--- config.mk ---
export PLATFORM = sky130hd
export DESIGN_NAME = instr_encoder
export DESIGN_NICKNAME = d
export VERILOG_FILES = /design/src/rtl/instr_encoder_pkg.sv /design/src/rtl/instr_encoder_pack.sv /design/src/rtl/instr_encoder.sv
export SDC_FILE = /design/constraint.sdc
export NUM_CORES = 1
export LEC_CHECK = 0
export BUFFER_PORTS_ARGS = -buffer_cell sky130_fd_sc_hd__clkbuf_2
export CAP_MARGIN = 15
export CORE_UTILIZATION = 35
export CTS_BUF_LIST = sky130_fd_sc_hd__clkbuf_4 sky130_fd_sc_hd__clkbuf_8 sky130_fd_sc_hd__clkbuf_16
export CTS_CLUSTER_SIZE = 14
export DETAILED_ROUTE_END_ITERATION = 7
export PLACE_DENSITY_LB_ADDON = 0.2
export SETUP_SLACK_MARGIN = 0.5
export SYNTH_ARGS = -nofsm -noshare
export SYNTH_HDL_FRONTEND = slang
export SYNTH_SLANG_ARGS = --single-unit
--- constraint.sdc ---
create_clock -name clk -period 2.7 [get_ports clk]
set_input_delay 0.405 -clock clk [delete_from_list [all_inputs] [get_ports clk]]
set_output_delay 0.405 -clock clk [all_outputs]
set_load 0.03 [all_outputs]
--- src/rtl/instr_encoder_pkg.sv ---
// instr_encoder_pkg: opcodes, imm_src encodings, immediate limits and request fields shared by the encoder
package instr_encoder_pkg;
  localparam logic [6:0] OP_I = 7'b0010011;
  localparam logic [6:0] OP_S = 7'b0100011;
  localparam logic [6:0] OP_B = 7'b1100011;
  localparam logic [6:0] OP_R = 7'b0110011;
  localparam logic [1:0] IMM_I = 2'b00;
  localparam logic [1:0] IMM_S = 2'b01;
  localparam logic [1:0] IMM_B = 2'b10;
  localparam logic [1:0] IMM_R = 2'b11;
  localparam int IMM12_MIN = -2048;
  localparam int IMM12_MAX = 2047;
  localparam int IMM13_MIN = -4096;
  localparam int IMM13_MAX = 4094;
  typedef struct packed {
    logic [1:0]  imm_src;
    logic [4:0]  rd;
    logic [4:0]  rs1;
    logic [4:0]  rs2;
    logic [2:0]  funct3;
    logic [6:0]  funct7;
    logic [31:0] imm;
  } fields_t;
endpackage

--- src/rtl/instr_encoder_pack.sv ---
// instr_pack: combinational field packer and immediate range checker
module instr_pack
  import instr_encoder_pkg::*;
(
  input  fields_t     fields_i,
  output logic [31:0] instr_o,
  output logic        illegal_o
);
  logic signed [31:0] imm;
  assign imm = fields_i.imm;
  assign instr_o = fields_i.imm_src == IMM_I ? {imm[11:0], fields_i.rs1, fields_i.funct3, fields_i.rd, OP_I}
    : fields_i.imm_src == IMM_S ? {imm[11:5], fields_i.rs2, fields_i.rs1, fields_i.funct3, imm[4:0], OP_S}
    : fields_i.imm_src == IMM_B ? {imm[12], imm[10:5], fields_i.rs2, fields_i.rs1, fields_i.funct3, imm[4:1], imm[11], OP_B}
    : {fields_i.funct7, fields_i.rs2, fields_i.rs1, fields_i.funct3, fields_i.rd, OP_R};
  assign illegal_o = fields_i.imm_src == IMM_R ? 1'b0
    : fields_i.imm_src == IMM_B ? (imm < IMM13_MIN || imm > IMM13_MAX || imm[0])
    : (imm < IMM12_MIN || imm > IMM12_MAX);
endmodule

--- src/rtl/instr_encoder.sv ---
// instr_encoder: two-stage valid/ready RISC-V instruction encoder with address and error counters
module instr_encoder
  import instr_encoder_pkg::*;
#(
  parameter int ADDR_W = 8
) (
  input  logic              clk,
  input  logic              rst,
  input  logic              clr,
  input  logic              in_valid,
  output logic              in_ready,
  input  logic [1:0]        imm_src,
  input  logic [4:0]        rd,
  input  logic [4:0]        rs1,
  input  logic [4:0]        rs2,
  input  logic [2:0]        funct3,
  input  logic [6:0]        funct7,
  input  logic [31:0]       imm_in,
  output logic              out_valid,
  input  logic              out_ready,
  output logic [31:0]       out_instr,
  output logic [ADDR_W-1:0] out_addr,
  output logic              err,
  output logic [7:0]        err_cnt
);
  fields_t           s1_q;
  logic              s1_valid_q, s2_valid_q, err_q;
  logic [31:0]       s2_instr_q, word;
  logic [ADDR_W-1:0] addr_q, addr_d;
  logic [7:0]        err_cnt_q, err_cnt_d;
  logic              illegal, s1_load, s2_load, out_fire, drop_d, pass_d;
  assign s2_load   = !s2_valid_q || out_ready;
  assign s1_load   = !s1_valid_q || s2_load;
  assign out_fire  = s2_valid_q && out_ready;
  assign drop_d    = s2_load && s1_valid_q && illegal;
  assign pass_d    = s1_valid_q && !illegal;
  assign addr_d    = clr ? '0 : out_fire ? addr_q + ADDR_W'(1) : addr_q;
  assign err_cnt_d = clr ? '0 : (drop_d && err_cnt_q != 8'hFF) ? err_cnt_q + 8'd1 : err_cnt_q;
  assign in_ready  = s1_load;
  assign out_valid = s2_valid_q;
  assign out_instr = s2_instr_q;
  assign out_addr  = addr_q;
  assign err       = err_q;
  assign err_cnt   = err_cnt_q;
  instr_pack u_pack (
    .fields_i (s1_q),
    .instr_o  (word),
    .illegal_o(illegal)
  );
  always_ff @(posedge clk) begin
    if (rst) begin
      s1_q       <= '0;
      s1_valid_q <= 1'b0;
      s2_valid_q <= 1'b0;
      s2_instr_q <= '0;
      err_q      <= 1'b0;
      addr_q     <= '0;
      err_cnt_q  <= '0;
    end else begin
      if (s1_load) s1_valid_q <= in_valid;
      if (s1_load && in_valid) s1_q <= '{imm_src: imm_src, rd: rd, rs1: rs1, rs2: rs2, funct3: funct3, funct7: funct7, imm: imm_in};
      if (s2_load) s2_valid_q <= pass_d;
      if (s2_load && pass_d) s2_instr_q <= word;
      err_q     <= drop_d;
      addr_q    <= addr_d;
      err_cnt_q <= err_cnt_d;
    end
  end
endmodule
==> impl_metrics.env <==
export IMPL_first_pass_iters=4
export IMPL_area_growth_pct=23.5
export IMPL_synth_edf_count=0
export IMPL_die_area_mm2=0.0129
export IMPL_grt_pass1_wl_um=16300
export IMPL_busiest_layer="met2"
export IMPL_synth_flop_cell="dfxtp_1"
export IMPL_die_height_um=113
export IMPL_ir_worst_vdd_mv=0.288
export IMPL_drc=0
export IMPL_gr_usage_met1_pct=19.9
export IMPL_start_kind="flop"
export IMPL_rows=40
export IMPL_synthCells=510
export IMPL_critPathMaxFanout=23
export IMPL_cts_htree_levels=3
export IMPL_fin_crit_ns=2.11
export IMPL_tritoncts="built"
export IMPL_hold_path_class="in2reg"
export IMPL_synth_area_mm2=0.00435
export IMPL_setup_ws_ns=0.590
export IMPL_slew_viol_final=0
export IMPL_die_x_um=113
export IMPL_insertion_delay_ns=0.35
export IMPL_synth_top_cell_by_area="dfxtp_1"
export IMPL_drt_wl_total_um=10400
export IMPL_outcome="finished, final reports clean"
export IMPL_final_hold_viol_count=0
export IMPL_crit_required_ns=2.95
export IMPL_ys_seq_area_share_pct=49.3
export IMPL_powerDensity_mw_per_mm2=591
export IMPL_hpwl_um=6740
export IMPL_first_global_vias=3438
export IMPL_worstPathCellList="inv_2, ha_4, mux2_2, a21o_1, a21oi_4, clkbuf_16, nor2_1, a211oi_1"
export IMPL_avgViaCountPerCell=4.73
export IMPL_drtAntennaViolNets=0
export IMPL_critPathTopFamily="compound AO/OA/AOI/OAI gates"
export IMPL_nets=678
export IMPL_nFillCells=1212
export IMPL_vias=3689
export IMPL_met3_usage_pct=3.77
export IMPL_clock_skew_final_ns=0.00750
export IMPL_synth_top_area_share_pct=49.3
export IMPL_async_reset_ff_share_pct=0
export IMPL_cts_setup_buffers=0
export IMPL_slowest_delay_ns=0.38
export IMPL_post_dp_cell_area_mm2=0.00501
export IMPL_pin_count=115
export IMPL_drive_gt1_share_pct=26.3
export IMPL_dp_slack_ns=0.470
export IMPL_drt_iter0_drc=134
export IMPL_clkTransAtPathRegs_ns=0.07
export IMPL_design_area_mm2=0.00537
export IMPL_initial_core_util_pct=36.0
export IMPL_worst_setup_path_end_kind="flop"
export IMPL_power_leakage_uw=0.00220
export IMPL_path_buf_inv=2
export IMPL_antenna_cells=0
export IMPL_yosysMostFrequentCell="nand2_1"
export IMPL_post_drt_wl_per_cell_um=13.3
export IMPL_avgSynthCellArea_um2=8.53
export IMPL_clockRootBuffer="clkbuf_16"
export IMPL_antenna_found_initial=0
export IMPL_grt_ovfl_total=0
export IMPL_synth_commonest_cells="nand2_1, dfxtp_1, a21oi_1, nor2_1, mux2i_1"
export IMPL_rsz0062_at_grt="no"
export IMPL_setup_viol=0
export IMPL_yosys_warnings=0
export IMPL_cts_buffers=9
export IMPL_crit_arrival_ns=2.36
export IMPL_tightest_slew_ns=0.891
export IMPL_io_buffers=112
export IMPL_core_mm2=0.0121
export IMPL_met2_usage_pct=26.8
export IMPL_tns_ns=0
export IMPL_cts_max_path_buffers=2
export IMPL_clock_sinks=107
export IMPL_fin_crit_sh_pct=78.1
export IMPL_ys_seq_elements=107
export IMPL_critPathKind="reg2reg"
export IMPL_grt_use_total_pct=16.2
export IMPL_drv_cap=0
export IMPL_synth_cell_type_count=42
export IMPL_netlist_top_cells_area="dfxtp_1, nand2_1, a21oi_1"
export IMPL_max_freq_ghz=0.474
export IMPL_routabilityCongestion=0.745
export IMPL_grt_max_degree=78
export IMPL_relSlewSlack_pct=40.6
export IMPL_crit_slowest_cell="mux2_2"
[power breakdown]
| group | internal [uW] | switching [uW] | total (uW) |
|---|---|---|---|
| registers | 1630 | 37.2 | 1670 |
| clock network | 662 | 549 | 1210 |
| logic | 118 | 171 | 289 |
| total | 2410 | 757 | 3170 |
[routing by layer]
metal  up-vias  routed length, um
met4         0                171
met3        12                435
li1       1908                  -
met5         -                  0
met1      1694               4920
met2        75               4840
[per-stage QoR]
step	util [%]	power, uW	hold WS (ns)	cells
CTS	43.8	3220	0.261	777
global placement	41.5	1990	0.441	762
finish	44.5	3170	0.270	780
global route	44.5	3310	0.271	780
floorplan	-	1890	0.436	511
detailed placement	41.5	1990	0.448	762
[path summary, 6_finish.rpt]
| kind | from | end | slack (ns) | cells after the start |
|---|---|---|---|---|
| hold reg to reg | s1_q[34] | s1_q[34] | 0.45 | 2 |
| setup reg to reg | s1_q[57] | out_instr[5] | 0.59 | 8 |
| setup / recovery | s1_q[57] | out_instr[5] | 0.59 | 8 |
| hold / removal | funct3[1] | s1_q[40] | 0.27 | 3 |
[timing repair]
item / 4_1_cts / 5_1_grt
gates resized for setup: 1 / 4
setup endpoints to repair: 12 / 19
gates cloned: 0 / 3
hold buffers: 0 / 0
[registers in the layout, summed over array words and instances, names as in the netlist]
signal / flops
s1_valid_q: 1
out_instr: 29
err_cnt: 8
err: 1
out_valid: 1
s1_q: 59
out_addr: 8
[tightest hold or removal path: stages]
cell and delay (ns):
clkbuf_2 0.08, nand2_1 0.04, a21oi_1 0.05
[cell usage in the layout (no fill, tap or decap), drive strengths merged]
master,instances
xor2,7
a2bb2oi,1
dfxtp,107
and2,1
o21bai,1
or2b,1
xnor2,2
nand3b,1
conb,2
o31ai,1
o21a,1
nor3,2
a21o,1
nand4,7
buf,6
o211ai,1
or2,2
or3,2
a211oi,17
clkbuf,126
a21oi,68
o21ai,6
mux2,1
mux2i,28
o31a,1
nor2,48
nor4,8
or4,3
nand3,9
ha,6
o311ai,1
clkinv,3
inv,8
nand2,133
[kinds of logic (layout without fill, tap and decap cells)]
group / Yosys count / count (layout) / synth area share, %
AND/OR/NAND/NOR: 217 / 217 / 20.8
AO/OA/AOI/OAI: 99 / 99 / 14.5
buffers and inverters: 42 / 143 / 5.06
XOR/XNOR: 9 / 9 / 1.81
other: 1 / 2 / 0.0862
adder cells (fa/ha/maj): 6 / 6 / 1.73
flip-flops: 107 / 107 / 49.3
multiplexers: 29 / 29 / 6.71
[final cells by class]
class	instances	area (um^2)	area share (%)
Clock buffer	12	254	4.73
Clock inverter	3	15.0	0.280
Inverter	8	30.0	0.559
Multi-Input combinational cell	362	2010	37.5
Sequential cell	107	2140	40.0
Tap cell	168	210	3.92
Timing Repair Buffer	120	701	13.1
Note: power is estimated with default switching activity, not from simulation.
